$ cat src/rtl/regfile_param.sv
// Parametrised register file: two combinational read ports with write bypass, one write port,
// a per-register pending scoreboard for hazard detection, and a valid/ready register dump engine.

module regfile_param_entry #(
    parameter int DATA_W = 16,
    parameter bit ZERO   = 1'b0
) (
    input  logic              clk,
    input  logic              rst,
    input  logic              wr_en,
    input  logic [DATA_W-1:0] wr_data,
    input  logic              pend_set,
    output logic [DATA_W-1:0] value,
    output logic              pend
);
    // A hardwired-zero entry is simply held in reset forever.
    always_ff @(posedge clk) begin
        if (rst || ZERO) begin
            value <= '0;
            pend  <= 1'b0;
        end else begin
            if (wr_en)
                value <= wr_data;
            // A new producer issuing in the same cycle as the old one retires keeps the reg pending.
            if (pend_set)
                pend <= 1'b1;
            else if (wr_en)
                pend <= 1'b0;
        end
    end
endmodule

module regfile_param #(
    parameter int DATA_W  = 16,
    parameter int ADDR_W  = 3,
    parameter bit ZERO_R0 = 1'b0
) (
    input  logic              clk,
    input  logic              rst,
    input  logic [ADDR_W-1:0] rd_addr_a,
    output logic [DATA_W-1:0] rd_data_a,
    input  logic [ADDR_W-1:0] rd_addr_b,
    output logic [DATA_W-1:0] rd_data_b,
    input  logic              we,
    input  logic [ADDR_W-1:0] wr_addr,
    input  logic [DATA_W-1:0] wr_data,
    input  logic              pend_set,
    input  logic [ADDR_W-1:0] pend_addr,
    output logic              pend_a,
    output logic              pend_b,
    input  logic              dump_start,
    output logic              dump_busy,
    output logic              dump_valid,
    input  logic              dump_ready,
    output logic [ADDR_W-1:0] dump_idx,
    output logic [DATA_W-1:0] dump_data
);
    localparam int DEPTH = 1 << ADDR_W;
    localparam logic [ADDR_W-1:0] LAST_IDX = ADDR_W'(DEPTH - 1);

    typedef struct packed {
        logic              en;
        logic [ADDR_W-1:0] addr;
        logic [DATA_W-1:0] data;
    } wr_req_t;

    typedef enum logic [1:0] {IDLE, FETCH, SEND} dump_state_t;

    wr_req_t                        wr_req;
    logic [DEPTH-1:0][DATA_W-1:0]   mem;
    logic [DEPTH-1:0]               pend;

    assign wr_req = '{en: we, addr: wr_addr, data: wr_data};

    // ------------------------------------------------------------------
    // Storage and scoreboard: one entry per register
    // ------------------------------------------------------------------
    for (genvar i = 0; i < DEPTH; i++) begin : g_reg
        regfile_param_entry #(
            .DATA_W (DATA_W),
            .ZERO   (ZERO_R0 && (i == 0))
        ) u_entry (
            .clk      (clk),
            .rst      (rst),
            .wr_en    (wr_req.en && (wr_req.addr == ADDR_W'(i))),
            .wr_data  (wr_req.data),
            .pend_set (pend_set && (pend_addr == ADDR_W'(i))),
            .value    (mem[i]),
            .pend     (pend[i])
        );
    end

    // ------------------------------------------------------------------
    // Read ports: same-cycle write is forwarded, and so is its pending clear
    // ------------------------------------------------------------------
    logic hit_a, hit_b;

    always_comb begin
        hit_a = wr_req.en && (wr_req.addr == rd_addr_a) && !(ZERO_R0 && (rd_addr_a == '0));
        hit_b = wr_req.en && (wr_req.addr == rd_addr_b) && !(ZERO_R0 && (rd_addr_b == '0));
        rd_data_a = hit_a ? wr_req.data : mem[rd_addr_a];
        rd_data_b = hit_b ? wr_req.data : mem[rd_addr_b];
        pend_a = pend[rd_addr_a] && !(wr_req.en && (wr_req.addr == rd_addr_a));
        pend_b = pend[rd_addr_b] && !(wr_req.en && (wr_req.addr == rd_addr_b));
    end

    // ------------------------------------------------------------------
    // Dump engine
    // ------------------------------------------------------------------
    dump_state_t              state, state_nxt;
    logic [ADDR_W-1:0]        idx_nxt;
    logic [DATA_W-1:0]        data_nxt;

    always_ff @(posedge clk) begin
        if (rst) begin
            state     <= IDLE;
            dump_idx  <= '0;
            dump_data <= '0;
        end else begin
            state     <= state_nxt;
            dump_idx  <= idx_nxt;
            dump_data <= data_nxt;
        end
    end

    always_comb begin
        state_nxt = state;
        idx_nxt   = dump_idx;
        data_nxt  = dump_data;
        case (state)
            IDLE: begin
                if (dump_start) begin
                    idx_nxt   = '0;
                    state_nxt = FETCH;
                end
            end
            FETCH: begin
                // Snapshot from the array only; dump_data then stays frozen through SEND.
                data_nxt  = mem[dump_idx];
                state_nxt = SEND;
            end
            SEND: begin
                if (dump_ready) begin
                    if (dump_idx == LAST_IDX) begin
                        state_nxt = IDLE;
                    end else begin
                        idx_nxt   = dump_idx + ADDR_W'(1);
                        state_nxt = FETCH;
                    end
                end
            end
            default: state_nxt = IDLE;
        endcase
    end

    assign dump_busy  = (state != IDLE);
    assign dump_valid = (state == SEND);

endmodule

$ cat config.mk
export PLATFORM = sky130hd
export DESIGN_NAME = regfile_param
export DESIGN_NICKNAME = d
export VERILOG_FILES = /design/src/rtl/regfile_param.sv
export SDC_FILE = /design/constraint.sdc
export NUM_CORES = 1
export LEC_CHECK = 0
export ABC_AREA = 1
export CAP_MARGIN = 10
export CORE_UTILIZATION = 45
export DETAILED_ROUTE_END_ITERATION = 6
export PLACE_DENSITY_LB_ADDON = 0.12
export SLEW_MARGIN = 20
export SYNTH_ARGS = -nofsm -noshare
export SYNTH_HDL_FRONTEND = slang
export SYNTH_SLANG_ARGS = --single-unit
$ cat constraint.sdc
create_clock -name clk -period 2.8 [get_ports clk]
set_input_delay 0.42 -clock clk [delete_from_list [all_inputs] [get_ports clk]]
set_output_delay 0.42 -clock clk [all_outputs]
set_load 0.01 [all_outputs]
==> results of run 1 <==
## registers in the layout, indices dropped and copies added, names as in the netlist
name             cells
g.u_entry.pend       8
g.u_entry.value    128
state                2
dump_idx             3
dump_data           16
## report_power, final
part,switching [mW],internal (mW)
logic,0.773,0.504
clock network,1.10,1.26
registers,0.0473,2.32
## routing by layer
metal | vias to the layer above | GRT usage, %
met4 | 2 | 16.4
met3 | 98 | 5.71
li1 | 5247 | -
met2 | 530 | 54.1
met1 | 4918 | 42.6
met5 | - | 0
## area by class of cell
cell class / instances / area, um2 / area share [%]
Tap cell: 270 / 338 / 2.92
Clock inverter: 15 / 151 / 1.31
Clock buffer: 17 / 425 / 3.67
Multi-Input combinational cell: 1091 / 5260 / 45.4
Timing Repair Buffer: 170 / 1680 / 14.5
Sequential cell: 157 / 3140 / 27.2
Inverter: 155 / 582 / 5.02
## worst max-delay path, cell delays in order
cell,delay (ns)
clkdlybuf4s50_1,0.53
nand2_1,0.10
inv_2,0.09
nand2_1,0.09
o21ai_4,0.10
buf_4,0.15
buf_12,0.12
nand3_1,0.08
nand2_1,0.10
clkdlybuf4s50_1,0.53
## cell usage after synthesis (2+ instances only)
cell type  number  area share [%]
o21ai_0       184             9.6
nor2_1         22            0.86
a21oi_1       190              10
clkinv_1        2           0.079
clkbuf_1       87             3.4
nand2_1       352              14
nand4_1         2            0.13
o211ai_1       60             4.7
buf_1           3            0.12
buf_2          46             2.4
xor2_1          3            0.28
inv_2           2           0.079
ha_1            2            0.26
nand3_1       265              14
inv_1         151             5.9
buf_4           3            0.24
nor2_4          2            0.24
dfxtp_1       157              33
## cells by family (layout without fill, tap and decap cells)
| logic type | after synthesis | after routing | share of synthesized area (%) |
|---|---|---|---|
| buffers and inverters | 296 | 357 | 12.4 |
| AND/OR/NAND/NOR | 649 | 649 | 29.6 |
| AO/OA/AOI/OAI | 437 | 437 | 24.5 |
| flip-flops | 157 | 157 | 32.9 |
| adder cells (fa/ha/maj) | 2 | 2 | 0.262 |
| XOR/XNOR | 3 | 3 | 0.275 |
## metrics by stage
step / worst slack [ns] / cells / power [mW]
after global placement: 0.0154 / 1841 / 3.66
after CTS: 0.00231 / 1873 / 6.01
after global routing: 0.00273 / 1875 / 6.22
after floorplan: 1.03 / 1544 / 3.13
after detailed placement: -0.00804 / 1841 / 3.68
final: 0.0688 / 1875 / 6.00
## how the worst max path moves through the flow
stage	start	end	slack [ns]	depth (start not counted)
2_1_floorplan	wr_addr[0]	pend_b	1.03	7
3_3_place_gp	wr_addr[0]	rd_data_a[1]	0.02	9
3_5_place_dp	rd_addr_a[2]	rd_data_a[6]	-0.008	9
4_1_cts	rd_addr_a[2]	rd_data_a[1]	0.002	9
5_1_grt	wr_addr[2]	rd_data_b[14]	0.003	10
6_report	wr_addr[2]	rd_data_b[14]	0.07	10
## timing repair
action / CTS / global route
endpoints found under the setup margin: 5 / 32
resized for setup: 3 / 19
pin swaps: 1 / 2
setup buffers: 0 / 2
==> results.py, run 1 <==
metrics = {
    "run_status": {
        "outcome": "complete, no violations",
    },
    "worst_setup_path": {
        "crit_path_end_kind": "output port",
        "arrival_ns": 2.31,
        "critical_path_required_ns": 2.38,
        "crit-reg2reg-capture": "dump_data[12]",
        "rrSetupSlack_ns": 0.82,
        "ff2ff_path_depth": 6,
        "path_max_fanout": 11,
        "start_kind": "input pin",
        "timing.rr.start": "dump_idx[0]",
        "path_class": "input pin to output port",
    },
    "sta": {
        "clock_skew_ns": 0.00763,
        "whs_ns": 0.465,
        "period_needed_ns": 2.73,
        "setup_viol": 0,
        "worst_pin_slew_ns": 0.637,
        "setup_tns_ns": 0,
        "rsz0062_at_grt": "false",
        "slew_violations": 0,
        "slew_headroom_pct": 57.5,
        "fmax_mhz": 366,
        "min_period_over_period_pct": 97.5,
        "hold_viol_final": 0,
    },
    "place": {
        "place_area_um2": 10900,
        "gp_congestion": 0.904,
        "portBuffers": 88,
        "hpwl_um": 23300,
    },
    "route": {
        "dr_wl_met3_um": 3060,
        "wirelength_um": 35900,
        "drt_first_pass_iters": 6,
        "wl_met2_um": 16700,
        "drtIter0Drc": 1009,
        "vias": 10800,
        "top_layer": "met5",
        "vias_per_cell": 5.76,
        "drc": 0,
        "avgRoutedWirePerCell_um": 19.2,
        "m1WireLength_um": 14800,
        "ant_nets": 0,
    },
    "clock_network": {
        "cts_tree": "yes",
        "clkLatencyLatePin_ns": 0.44,
        "cts.sinks": 157,
        "root_buffer": "clkbuf_16",
        "cts_made_buffers": 17,
        "clock_path_buffers": 2,
        "clk_pin_slew_ns": 0.08,
        "postCtsHoldBufs": 0,
        "htree_levels": 4,
    },
    "floorplan": {
        "core_um2": 20500,
        "num_io_pins": 89,
        "initial_core_util_pct": 46.6,
        "die_width_um": 148,
        "die_y_um": 148,
        "rows": 52,
        "dieArea_um2": 21800,
    },
    "logic_synthesis": {
        "synth_ff_type": "dfxtp_1",
        "synth_edf_count": 0,
        "seq_area_frac_synth_pct": 32.9,
        "syn_inst": 1544,
        "netlist_area_um2": 9550,
        "ys_types": 29,
        "async_reset_ff_share_pct": 0,
        "ys_ff_latch": 157,
        "syn_area_per_cell_um2": 6.19,
        "yosys_warnings": 0,
        "synth_nets": 1580,
    },
    "global_routing": {
        "grt_first_pass_wirelength_um": 55700,
        "grt_pass1_vias": 9911,
        "grt.total_usage_pct": 33.3,
        "antenna_found_initial": 1,
        "overflow": 0,
        "grt_start_max_net_pins": 97,
    },
    "layout": {
        "synthToLayoutAreaGrowth_pct": 21.2,
        "fillers": 2104,
        "final_cell_area_um2": 11600,
        "diodes": 0,
        "layout.nets": 1628,
        "layout.cells.most_common": "nand2_1",
        "layout-drive-gt1-share_pct": 8.60,
        "fin_util_pct": 56.5,
        "layout_common_cells": "351 x nand2_1, 265 x nand3_1, 190 x a21oi_1, 184 x o21ai_0, 156 x dfxtp_1",
    },
    "hold_path": {
        "min_path_cells": 2,
        "worstHoldEndpoint": "g_reg[2].u_entry.pend",
        "min_path_type": "flip-flop to flip-flop",
        "hp-start": "g_reg[2].u_entry.pend",
    },
    "pwr": {
        "ir_drop_mv": 0.493,
        "p_leak_nw": 5.03,
        "powerDensity_nw_per_um2": 518,
    },
    "flow_run": {
        "maxCapViolations": 0,
    },
}
No activity file was read; power rests on OpenSTA's default activity.
==> run 2: changes to the inputs <==
--- a/config.mk
+++ b/config.mk
@@ -5,7 +5,6 @@
 export SDC_FILE = /design/constraint.sdc
 export NUM_CORES = 1
 export LEC_CHECK = 0
-export ABC_AREA = 1
 export CAP_MARGIN = 10
 export CORE_UTILIZATION = 45
 export DETAILED_ROUTE_END_ITERATION = 6
==> run 2 against run 1 <==
Against the previous run:
- die area is 4.3% lower
- routed wire length is 21% lower
- synthesized area is 4.3% lower
- sequential power hardly changed
- maximum frequency is 0.13% higher
- final cell count is 30% lower
==> results.py, run 2 <==
metrics = {
    "run_status": {
        "outcome": "complete, no violations",
    },
    "flow_run": {
        "maxCapViolations": 0,
    },
    "global_routing": {
        "overflow": 0,
        "grt_first_pass_wirelength_um": 43700,
        "grt.total_usage_pct": 28.9,
        "antenna_found_initial": 0,
        "grt_start_max_net_pins": 60,
        "grt_pass1_vias": 7280,
    },
    "logic_synthesis": {
        "synth_nets": 997,
        "netlist_area_um2": 9140,
        "synth_edf_count": 0,
        "ys_ff_latch": 157,
        "synth_ff_type": "dfxtp_1",
        "syn_area_per_cell_um2": 9.51,
        "yosysTopAreaCell": "dfxtp_1",
        "yosysTopAreaCellShare_pct": 34.4,
        "yosysMostFrequentCell": "nand2_1",
        "yosys_warnings": 0,
        "ys_types": 33,
        "synth_common_cells": "259 x nand2_1, 163 x a21oi_1, 157 x dfxtp_1, 63 x mux4_2, 63 x nor2_1",
        "ys_top_cells_by_area": "dfxtp_1 34%, mux4_2 16%, mux4_1 11%",
        "seq_area_frac_synth_pct": 34.4,
        "async_reset_ff_share_pct": 0,
        "syn_inst": 961,
    },
    "worst_setup_path": {
        "crit_path_end_kind": "output port",
        "path_class": "input pin to output port",
        "arrival_ns": 2.31,
        "start_kind": "input pin",
        "path_max_fanout": 19,
        "critical_path_required_ns": 2.38,
    },
    "floorplan": {
        "core_um2": 19700,
        "die_y_um": 145,
        "num_io_pins": 89,
        "rows": 51,
        "initial_core_util_pct": 46.5,
        "die_width_um": 145,
        "dieArea_um2": 20900,
    },
    "place": {
        "post-place-ws_ns": 0.0474,
        "dp_cells": 1277,
        "gp_congestion": 0.837,
        "portBuffers": 88,
        "hpwl_um": 18100,
    },
    "clock_network": {
        "root_buffer": "clkbuf_16",
        "cts_made_buffers": 17,
        "cts_tree": "yes",
        "clk_pin_slew_ns": 0.06,
        "clock_path_buffers": 2,
        "cts.sinks": 157,
        "htree_levels": 4,
        "clkLatencyLatePin_ns": 0.43,
    },
    "layout": {
        "largest_register_ff_count": 128,
        "fillers": 1827,
        "layout-drive-gt1-share_pct": 16.8,
        "final_cells": 1309,
        "layout_common_cells": "259 x nand2_1, 163 x a21oi_1, 155 x dfxtp_1, 82 x clkdlybuf4s50_1",
        "diodes": 0,
        "layout.cells.most_common": "nand2_1",
        "synthToLayoutAreaGrowth_pct": 20.2,
        "layout.nets": 1067,
        "top_register": "g.u_entry.value",
        "reg.largest.list": "g.u_entry.value (128), dump_data (16), g.u_entry.pend (8)",
    },
    "sta": {
        "period_needed_ns": 2.73,
        "slew_headroom_pct": 33.8,
        "rsz0062_at_grt": "true",
        "worst_pin_slew_ns": 0.990,
        "fmax_mhz": 367,
        "clock_skew_ns": 0.00917,
        "hold_viol_final": 0,
        "layout_setup_ws_ns": 0.0723,
        "setup_tns_ns": 0,
        "setup_viol": 0,
        "min_period_over_period_pct": 97.4,
        "slew_violations": 0,
    },
    "route": {
        "drc": 0,
        "drt_first_pass_iters": 7,
        "vias": 7756,
        "wirelength_um": 28300,
        "drtIter0Drc": 835,
        "ant_nets": 0,
        "avgRoutedWirePerCell_um": 21.6,
        "vias_per_cell": 5.93,
    },
    "pwr": {
        "ir_drop_mv": 0.392,
        "powerDensity_nw_per_um2": 515,
        "p_leak_nw": 4.04,
    },
    "hold_path": {
        "min_path_type": "flip-flop to flip-flop",
    },
}
[run 2: logic make-up after synthesis]
kind of cell,after synthesis,synth area share [%]
buffers and inverters,96,6.50
XOR/XNOR,6,0.575
AND/OR/NAND/NOR,377,17.4
flip-flops,157,34.4
multiplexers,137,30.2
AO/OA/AOI/OAI,186,10.7
adder cells (fa/ha/maj),2,0.274
[run 2: layout make-up]
type	instances	area (um2)	share of cell area (%)
multi-input combinational	708	5400	49.2
sequential	157	3150	28.6
timing repair buffer	144	1450	13.2
clock buffer	22	484	4.41
tap	265	332	3.02
clock inverter	10	160	1.46
inverter	3	11.3	0.103
[run 2: layer usage]
metal,share of wire [%],vias up,wire [um],track usage [%]
li1,-,3582,-,-
met4,2.2,0,625,9.86
met5,0,-,0,0
met2,45,365,12700,43.5
met3,7.5,48,2130,4.60
met1,46,3761,12900,41.9
[run 2: what timing repair did]
| action | CTS | global route |
|---|---|---|
| buffers inserted | 0 | 0 |
| hold buffers | 0 | 0 |
| resized for setup | 0 | 2 |
| hold endpoints to repair | 0 | 0 |
| endpoints found under the setup margin | 0 | 2 |
[run 2: final timing paths]
path | start | depth (start not counted) | slack [ns] | to
max | rd_addr_b[2] | 7 | 0.07 | rd_data_b[15]
min | g_reg[7].u_entry.pend | 2 | 0.47 | g_reg[7].u_entry.pend
max reg2reg | state[0] | 4 | 0.42 | dump_data[7]
min reg2reg | g_reg[7].u_entry.pend | 2 | 0.47 | g_reg[7].u_entry.pend
[run 2: worst max-delay path, cell delays in order]
cell             delay [ns]
clkdlybuf4s50_1        0.51
xnor2_1                0.18
nand4_1                0.13
buf_6                  0.22
nor2_1                 0.06
a21oi_1                0.18
clkdlybuf4s50_1        0.58
[run 2: through the flow]
step	utilization, %	instance area [um2]	power (mW)	hold slack [ns]
finish	55.9	11000	5.66	0.473
global route	55.9	11000	5.85	0.498
CTS	55.8	11000	5.68	0.477
detailed placement	52.6	10300	3.17	0.461
global placement	52.6	10300	3.16	0.458
floorplan	-	9140	2.84	0.442
[run 2: power breakdown]
part           leakage [nW]  switching, mW  internal (mW)
Clock                 0.316          0.942           1.59
Combinational          2.45          0.415          0.363
Sequential             1.27         0.0526           2.30
